File: src/rtl/decode_stage.sv
// RV32I decode stage: combinational decode into a registered control word,
// with a main/skid buffer pair so in_ready comes straight from a flop.
module decode_stage (
   input  logic        clk,
   input  logic        rst,
   input  logic        in_valid,
   output logic        in_ready,
   input  logic [31:0] in_instr,
   input  logic [31:0] in_pc,
   input  logic        flush,
   output logic        out_valid,
   input  logic        out_ready,
   output logic [31:0] out_pc,
   output logic [3:0]  out_alu_op,
   output logic [31:0] out_imm,
   output logic [4:0]  out_rs1,
   output logic [4:0]  out_rs2,
   output logic [4:0]  out_rd,
   output logic [1:0]  out_a_sel,
   output logic [1:0]  out_b_sel,
   output logic        out_reg_write,
   output logic        out_mem_read,
   output logic        out_mem_write,
   output logic        out_branch,
   output logic        out_jump,
   output logic        out_illegal
);

   typedef enum logic [6:0] {
      OPC_LUI      = 7'b0110111,
      OPC_AUIPC    = 7'b0010111,
      OPC_JAL      = 7'b1101111,
      OPC_JALR     = 7'b1100111,
      OPC_BRANCH   = 7'b1100011,
      OPC_LOAD     = 7'b0000011,
      OPC_STORE    = 7'b0100011,
      OPC_OP_IMM   = 7'b0010011,
      OPC_OP       = 7'b0110011,
      OPC_MISC_MEM = 7'b0001111
   } opcode_e;

   typedef enum logic [1:0] {A_RS1 = 2'd0, A_PC = 2'd1, A_ZERO = 2'd2} a_sel_e;
   typedef enum logic [1:0] {B_RS2 = 2'd0, B_IMM = 2'd1, B_FOUR = 2'd2} b_sel_e;

   typedef struct packed {
      logic [31:0] pc;
      logic [3:0]  alu_op;
      logic [31:0] imm;
      logic [4:0]  rs1;
      logic [4:0]  rs2;
      logic [4:0]  rd;
      a_sel_e      a_sel;
      b_sel_e      b_sel;
      logic        reg_write;
      logic        mem_read;
      logic        mem_write;
      logic        branch;
      logic        jump;
      logic        illegal;
   } ctrl_t;

   ctrl_t       dec;
   opcode_e     opc;
   logic [2:0]  f3;
   logic [6:0]  f7;
   logic [31:0] imm_i, imm_s, imm_b, imm_u, imm_j;

   assign opc   = opcode_e'(in_instr[6:0]);
   assign f3    = in_instr[14:12];
   assign f7    = in_instr[31:25];
   assign imm_i = {{20{in_instr[31]}}, in_instr[31:20]};
   assign imm_s = {{20{in_instr[31]}}, in_instr[31:25], in_instr[11:7]};
   assign imm_b = {{19{in_instr[31]}}, in_instr[31], in_instr[7], in_instr[30:25], in_instr[11:8], 1'b0};
   assign imm_u = {in_instr[31:12], 12'h000};
   assign imm_j = {{11{in_instr[31]}}, in_instr[31], in_instr[19:12], in_instr[20], in_instr[30:21], 1'b0};

   always_comb begin
      dec     = '0;
      dec.pc  = in_pc;
      dec.rs1 = in_instr[19:15];
      dec.rs2 = in_instr[24:20];
      dec.rd  = in_instr[11:7];
      case (opc)
         OPC_LUI: begin
            dec.a_sel = A_ZERO; dec.b_sel = B_IMM; dec.imm = imm_u; dec.reg_write = 1'b1;
         end
         OPC_AUIPC: begin
            dec.a_sel = A_PC; dec.b_sel = B_IMM; dec.imm = imm_u; dec.reg_write = 1'b1;
         end
         OPC_JAL: begin
            dec.a_sel = A_PC; dec.b_sel = B_FOUR; dec.imm = imm_j;
            dec.jump  = 1'b1; dec.reg_write = 1'b1;
         end
         OPC_JALR: begin
            dec.a_sel = A_PC; dec.b_sel = B_FOUR; dec.imm = imm_i;
            dec.jump  = 1'b1; dec.reg_write = 1'b1;
            dec.illegal = (f3 != 3'b000);
         end
         OPC_BRANCH: begin
            dec.b_sel  = B_RS2; dec.imm = imm_b; dec.branch = 1'b1;
            case (f3)
               3'b000, 3'b001: dec.alu_op = 4'b1000;
               3'b100, 3'b101: dec.alu_op = 4'b0010;
               3'b110, 3'b111: dec.alu_op = 4'b0011;
               default:        dec.illegal = 1'b1;
            endcase
         end
         OPC_LOAD: begin
            dec.b_sel = B_IMM; dec.imm = imm_i; dec.mem_read = 1'b1; dec.reg_write = 1'b1;
            dec.illegal = (f3 == 3'b011) || (f3 == 3'b110) || (f3 == 3'b111);
         end
         OPC_STORE: begin
            dec.b_sel = B_IMM; dec.imm = imm_s; dec.mem_write = 1'b1;
            dec.illegal = (f3 >= 3'b011);
         end
         OPC_OP_IMM: begin
            dec.b_sel = B_IMM; dec.imm = imm_i; dec.reg_write = 1'b1;
            if (f3 == 3'b101) begin
               dec.alu_op  = {in_instr[30], 3'b101};
               dec.illegal = (f7 != 7'b0000000) && (f7 != 7'b0100000);
            end else begin
               dec.alu_op  = {1'b0, f3};
               dec.illegal = (f3 == 3'b001) && (f7 != 7'b0000000);
            end
         end
         OPC_OP: begin
            dec.b_sel = B_RS2; dec.reg_write = 1'b1;
            dec.alu_op  = {in_instr[30], f3};
            dec.illegal = !((f7 == 7'b0000000) ||
                            ((f7 == 7'b0100000) && ((f3 == 3'b000) || (f3 == 3'b101))));
         end
         OPC_MISC_MEM: ;
         default: dec.illegal = 1'b1;
      endcase
      // Illegal words still flow downstream, but must not cause side effects.
      if (dec.illegal) begin
         dec.alu_op    = '0;
         dec.reg_write = 1'b0;
         dec.mem_read  = 1'b0;
         dec.mem_write = 1'b0;
         dec.branch    = 1'b0;
         dec.jump      = 1'b0;
      end
   end

   ctrl_t main_q, main_d, skid_q, skid_d;
   logic  main_valid_q, main_valid_d, skid_valid_q, skid_valid_d;
   logic  in_ready_q, in_ready_d;
   logic  accept, consume;

   assign accept  = in_valid && in_ready_q;
   assign consume = main_valid_q && out_ready;

   // in_ready_q is low exactly while the skid entry is occupied.
   always_comb begin
      main_d       = main_q;
      skid_d       = skid_q;
      main_valid_d = main_valid_q;
      skid_valid_d = skid_valid_q;
      if (flush) begin
         main_valid_d = 1'b0;
         skid_valid_d = 1'b0;
      end else if (skid_valid_q) begin
         if (consume) begin
            main_d       = skid_q;
            skid_valid_d = 1'b0;
         end
      end else if (accept && (!main_valid_q || consume)) begin
         main_d       = dec;
         main_valid_d = 1'b1;
      end else if (accept) begin
         skid_d       = dec;
         skid_valid_d = 1'b1;
      end else if (consume) begin
         main_valid_d = 1'b0;
      end
      in_ready_d = !skid_valid_d;
   end

   always_ff @(posedge clk or posedge rst) begin
      if (rst) begin
         main_q       <= '0;
         skid_q       <= '0;
         main_valid_q <= 1'b0;
         skid_valid_q <= 1'b0;
         in_ready_q   <= 1'b1;
      end else begin
         main_q       <= main_d;
         skid_q       <= skid_d;
         main_valid_q <= main_valid_d;
         skid_valid_q <= skid_valid_d;
         in_ready_q   <= in_ready_d;
      end
   end

   assign in_ready      = in_ready_q;
   assign out_valid     = main_valid_q;
   assign out_pc        = main_q.pc;
   assign out_alu_op    = main_q.alu_op;
   assign out_imm       = main_q.imm;
   assign out_rs1       = main_q.rs1;
   assign out_rs2       = main_q.rs2;
   assign out_rd        = main_q.rd;
   assign out_a_sel     = main_q.a_sel;
   assign out_b_sel     = main_q.b_sel;
   assign out_reg_write = main_q.reg_write;
   assign out_mem_read  = main_q.mem_read;
   assign out_mem_write = main_q.mem_write;
   assign out_branch    = main_q.branch;
   assign out_jump      = main_q.jump;
   assign out_illegal   = main_q.illegal;

endmodule
File: config.mk
export PLATFORM = sky130hd
export DESIGN_NAME = decode_stage
export DESIGN_NICKNAME = d
export VERILOG_FILES = /design/src/rtl/decode_stage.sv
export SDC_FILE = /design/constraint.sdc
export NUM_CORES = 1
export LEC_CHECK = 0
export BUFFER_PORTS_ARGS = -buffer_cell sky130_fd_sc_hd__buf_4
export CAP_MARGIN = 0
export CORE_MARGIN = 1.5
export CORE_UTILIZATION = 60
export DETAILED_ROUTE_END_ITERATION = 10
export HOLD_SLACK_MARGIN = 0.15
export PLACE_DENSITY = 0.95
export SLEW_MARGIN = 20
export SYNTH_ARGS = -nofsm -noshare
export SYNTH_HDL_FRONTEND = slang
export SYNTH_SLANG_ARGS = --single-unit
export TNS_END_PERCENT = 50
File: constraint.sdc
create_clock -name clk -period 17 [get_ports clk]
set_input_delay 1.7 -clock clk [delete_from_list [all_inputs] [get_ports clk]]
set_output_delay 1.7 -clock clk [all_outputs]
set_load 0.05 [all_outputs]
# Yosys cells after proc, flatten, opt, wreduce, memory -nomap -nowiden
# Cells that the tools add are included.
# classes
n_lt_le_gt_ge	1
eq_ne	21
n_mux	29
n_bitwise	3
n_reduce_logical	34
# ops
op	n
$mux W93	3
$pmux W32 S5	1
$eq A7 B6 Y1 const B	4
$pmux W4 S3	2
$eq A7 B7 Y1 const B	3
$mux W1	17
$eq A7 B5 Y1 const B	2
$eq A3 B3 Y1 const B	4
$reduce_or A2 Y1	5
$mux W4	2
$pmux W2 S2	2
$eq A7 B2 Y1 const B	1
$eq A7 B4 Y1 const B	1
$logic_not A7 Y1	1
$ne A7 B6 Y1 const B	1
$pmux W1 S7	1
$reduce_bool A7 Y1	1
$reduce_or A7 Y1	1
$logic_and A1 B1 Y1	6
$reduce_and A3 Y1	2
$reduce_bool A3 Y1	2
$reduce_or A3 Y1	2
$reduce_or A6 Y1	1
$logic_or A1 B1 Y1	5
other kinds (14)	18
# totals
regBits	189
in_bits	69
out_inout_bits	95
wordCells	119

# Longest topological paths before layout
# depth
word_depth	9
ltp_mapped	9
mapped_depth_nobuf	5

# Least setup slack after synthesis
# No wires, ideal clock.
# synth_path
path_type	input -> register
from	input in_instr[2]
to	register main_q (netlist bit out_alu_op[3])
setup_time_ns	0.126
t_arrival_ns	2.947
required_ns	16.874
path_slack_ns	13.927
stages	6
n_path_buf	2
path_cell_list	buf_6 nand4bb_1 buf_4 a311oi_2 nor2_4 a221o_1
# synth_via
elab_chain_cells	6
word_cells_on_any_way	16
cone_classes	eq/ne (10); mux (5); reduce/logical (1)
# synth_lines
element	line_no	rtl
from (decl)	8	input logic [31:0] in_instr,
$eq A7 B7 Y1 (tied with other cells)	83	case (opc)
$reduce_or A4 Y1 (no line)	n/a	
$pmux W1 S7	83	
$mux W4 *	136	if (dec.illegal) begin
$mux W93 *	168	end else if (accept && (!main_valid_q || consume)) begin
$mux W93 *	163	end else if (skid_valid_q) begin
to (signal assigned)	188	main_q <= main_d;
to (decl)	146	ctrl_t main_q, main_d, skid_q, skid_d;
# Every way passes the cells marked *; elsewhere a longest branch is shown, timed or not. The select of a mux whose other input is x is not followed.
# A chain may end at the register's enable or synchronous reset.

# Worst setup path after layout
# layout_path
from	input in_instr[2]
to	register main_q (netlist bit out_imm[30])
# layout_via
elab_chain_cells	5
word_cells_on_any_way	13
cone_classes	eq/ne (8); mux (3); reduce/logical (2)
# layout_lines
element	line_no
$eq A7 B5 Y1 (tied with other cells)	83
$reduce_or A3 Y1 (no line) / $reduce_or A2 Y1 (equally long branches)	n/a
$pmux W32 S5 *	83
$mux W93 *	168
$mux W93 *	163
# Marked as above.

==> qor.yml <==
synthesis:
  synth_cell_types: 59
  ys.flop_type: "dfrtp_1"
  synthCells: 889
  synth_edf_count: 0
  syn_nets: 958
  synth.avg_cell_area_um2: 9.50
  synth_xor_area_share_pct: 0
  yosysSeqAreaShare_pct: 56.0
  yosysWarnings: 0
  async_flop_share_pct: 100
  synth_top_family_by_area: "simple AND/OR/NAND/NOR gates"
  synth_mux_area_share_pct: 5.84
  syn_area_um2: 8440
  ys_ff_latch: 189
  synth_fa_ha_area_share_pct: 0
  synth_compound_area_share_pct: 14.7
  yosys.area_share.simple_pct: 19.5
die:
  boundaryPins: 164
  start_util_pct: 61.1
  dieWidth_um: 122
  rows: 43
  core_area_um2: 13800
  die_y_um: 122
  die_area_um2: 14800
worst_hold_path:
  hold_class: "flip-flop to flip-flop"
  min_from: "skid_q[20]"
setup_path:
  cp_num_buf_inv: 1
  path_max_fanout: 15
  r2r_start: "skid_valid_q"
  cp_top_family: "simple AND/OR/NAND/NOR gates"
  slowest_stage: "or2_1"
  critPathLaunch: "in_instr[2]"
  max_stage_delay_ps: 540
  crit_arrival_ps: 3850
  path_cells: "buf_4 -> nand4bb_1 -> nor3_2 -> or2_1 -> a21oi_2 -> a21oi_1"
  crit_path_start_kind: "input port"
  end_kind: "flip-flop"
  critPathRequiredTime_ps: 17350
  worst-setup-path-type: "input port to flip-flop"
pwr:
  clkPwrFrac_pct: 27.6
  p_comb_share_pct: 29.0
  seq_power_share_pct: 43.5
  powerDensity_nw_per_um2: 135
  p_int_mw: 0.889
  finalPower_mw: 1.39
  p_sw_mw: 0.498
  swShare_pct: 35.9
  ir_worst_vdd_uv: 77.0
  power.leakage_nw: 4.83
clock_tree:
  tritoncts: "done"
  postCtsSetupRepairBufs: 0
  clkTransAtPathRegs_ps: 60
  clock_sinks: 189
  cts_hold_buffers: 0
  cts_max_level: 4
  cts_buffer_depth: 2
  clk-insertion-delay-late_ps: 430
  numCtsBuffers: 17
  cts_resized: 0
  root_buffer: "clkbuf_16"
timing:
  setup_ws_ps: 13500
  min_period_ps: 3500
  rsz0062_at_grt: "no"
  final-max-slew-violation-count: 0
  slew_headroom_pct: 33.6
  final.setup_skew_ps: 6.56
  fin_crit_sh_pct: 20.6
  setup_viol: 0
  setup_tns_ps: 0
  clock.fmax_mhz: 286
  hold_viol: 0
  holdWs_ps: 473
  worst_slew_pin_slew_ps: 997
drt:
  drc_errors: 0
  vias_per_cell: 5.91
  drt_iter0_markers: 824
  wl_per_cell_um: 17.6
  via_count: 7161
  first_pass_iters: 6
  ant_nets: 0
  wl_um: 21300
final_layout:
  multi_input_area_um2: 3410
  syn2layout_area_growth_pct: 21.7
  seqCellArea_um2: 4730
  num_antenna_cells: 0
  fin_util_pct: 74.3
  layout.cells.non_filler: 1211
  fin_nets: 1087
  fill_cells: 947
  final_area_um2: 10300
  drive_above_1_share_pct: 22.2
job:
  drv_cap: 0
global_routing:
  grt_pass1_vias: 6757
  grt_pass1_wl_um: 33800
  grt_overflow_total: 0
  grtUsageTotal_pct: 29.3
  grt_max_degree: 112
  antenna_found_initial: 0
outcome:
  status: "finished clean"
placement:
  place_congestion: 0.878
  io_buffers: 163
  placed_cell_area_um2: 9680
  dp_cells: 1178
  dp_hpwl_um: 13700
  post-place-ws_ps: 13140
[worst reg2reg max path: stages, from the launching register on]
cell and delay (ps):
dfrtp_4 660, nand3b_4 290, or3_2 420, buf_4 370, nor2_1 730, a21oi_1 150
[cells in the final DEF, fill, tap and decap left out, types with 4 or more instances in the layout]
cell type,instances
nand2_1,251
dfrtp_1,187
buf_4,169
o21ai_0,102
a21oi_1,63
mux2i_1,47
nor2_1,38
or3_1,20
clkbuf_16,17
nand3_1,15
and3_1,10
a31oi_1,7
nor3_1,5
a22oi_1,5
clkbuf_1,5
clkbuf_8,5
inv_1,4
nor2b_1,4
o21a_1,4
a221o_1,4
a22o_2,4
and2_1,4
[power groups by stage]
stage / logic, mW / registers [mW] / clock network, mW
after floorplan: 0.116 / 0.755 / 0
after global placement: 0.389 / 0.602 / 0
after detailed placement: 0.400 / 0.608 / 0
after CTS: 0.402 / 0.602 / 0.386
after global routing: 0.430 / 0.613 / 0.405
final: 0.402 / 0.603 / 0.383
[worst paths after layout]
kind                               end  slack (ps)  cells after the start
max                        out_imm[30]       13500                      6
min                         skid_q[20]         470                      2
min in group asynchronous    out_pc[5]        1380                      2
max in group asynchronous   skid_q[25]       14480                      4
min reg2reg                 skid_q[20]         470                      2
max reg2reg                 skid_q[40]       14230                      5
[cell usage after synthesis (2+ instances only)]
master	number	area, um^2
inv_1	5	18.8
nand3_1	15	75.1
nand4_1	2	12.5
buf_4	3	22.5
a22o_2	4	40.0
nor2_4	2	22.5
nor3_1	5	25.0
mux2i_1	47	470
clkbuf_1	33	124
o211ai_1	2	15.0
nand3b_1	2	15.0
buf_6	8	90.1
a22oi_1	5	37.5
dfrtp_1	188	4700
and3_1	10	62.6
a21oi_1	63	315
a21oi_2	2	17.5
nor3_2	3	30.0
or2_2	2	12.5
a211oi_1	3	22.5
buf_2	12	60.1
and2_1	4	25.0
nand2_1	251	942
a211o_1	2	17.5
a221o_1	4	40.0
or3_1	21	131
mux2_2	2	22.5
o21a_1	4	30.0
a31oi_1	7	43.8
o21ai_0	102	510
nor2_1	38	143
o22ai_1	2	12.5
nand2b_1	2	12.5
nor2b_1	4	25.0
o31ai_1	2	15.0
buf_1	5	18.8
[layout make-up]
type                       instances  share of cell area [%]
sequential                       189                    46.1
timing repair buffer             171                    12.8
clock buffer                      27                    4.99
inverter                           5                   0.256
multi-input combinational        634                    33.2
clock inverter                     5                   0.536
tap                              180                    2.19
[flip-flops by register name (all words and copies together) (netlist names), 2 cells and up]
name        cells
out_rs1         5
out_rs2         5
out_b_sel       2
out_imm        32
out_a_sel       2
out_alu_op      4
skid_q         93
out_rd          5
out_pc         32
[layer usage]
metal	track usage [%]	routed length, um	part of all wire [%]	vias up
li1	-	-	-	3288
met1	40.2	8710	41	3417
met2	46.8	10200	48	398
met3	6.04	1890	8.9	58
met4	10.4	530	2.5	0
met5	0	0	0	-
[cell families after synthesis]
kind of cell    Yosys count
simple gates            373
mux                      49
flops                   189
compound gates          212
buf+inv                  66
(Power assumes the default switching activity.)
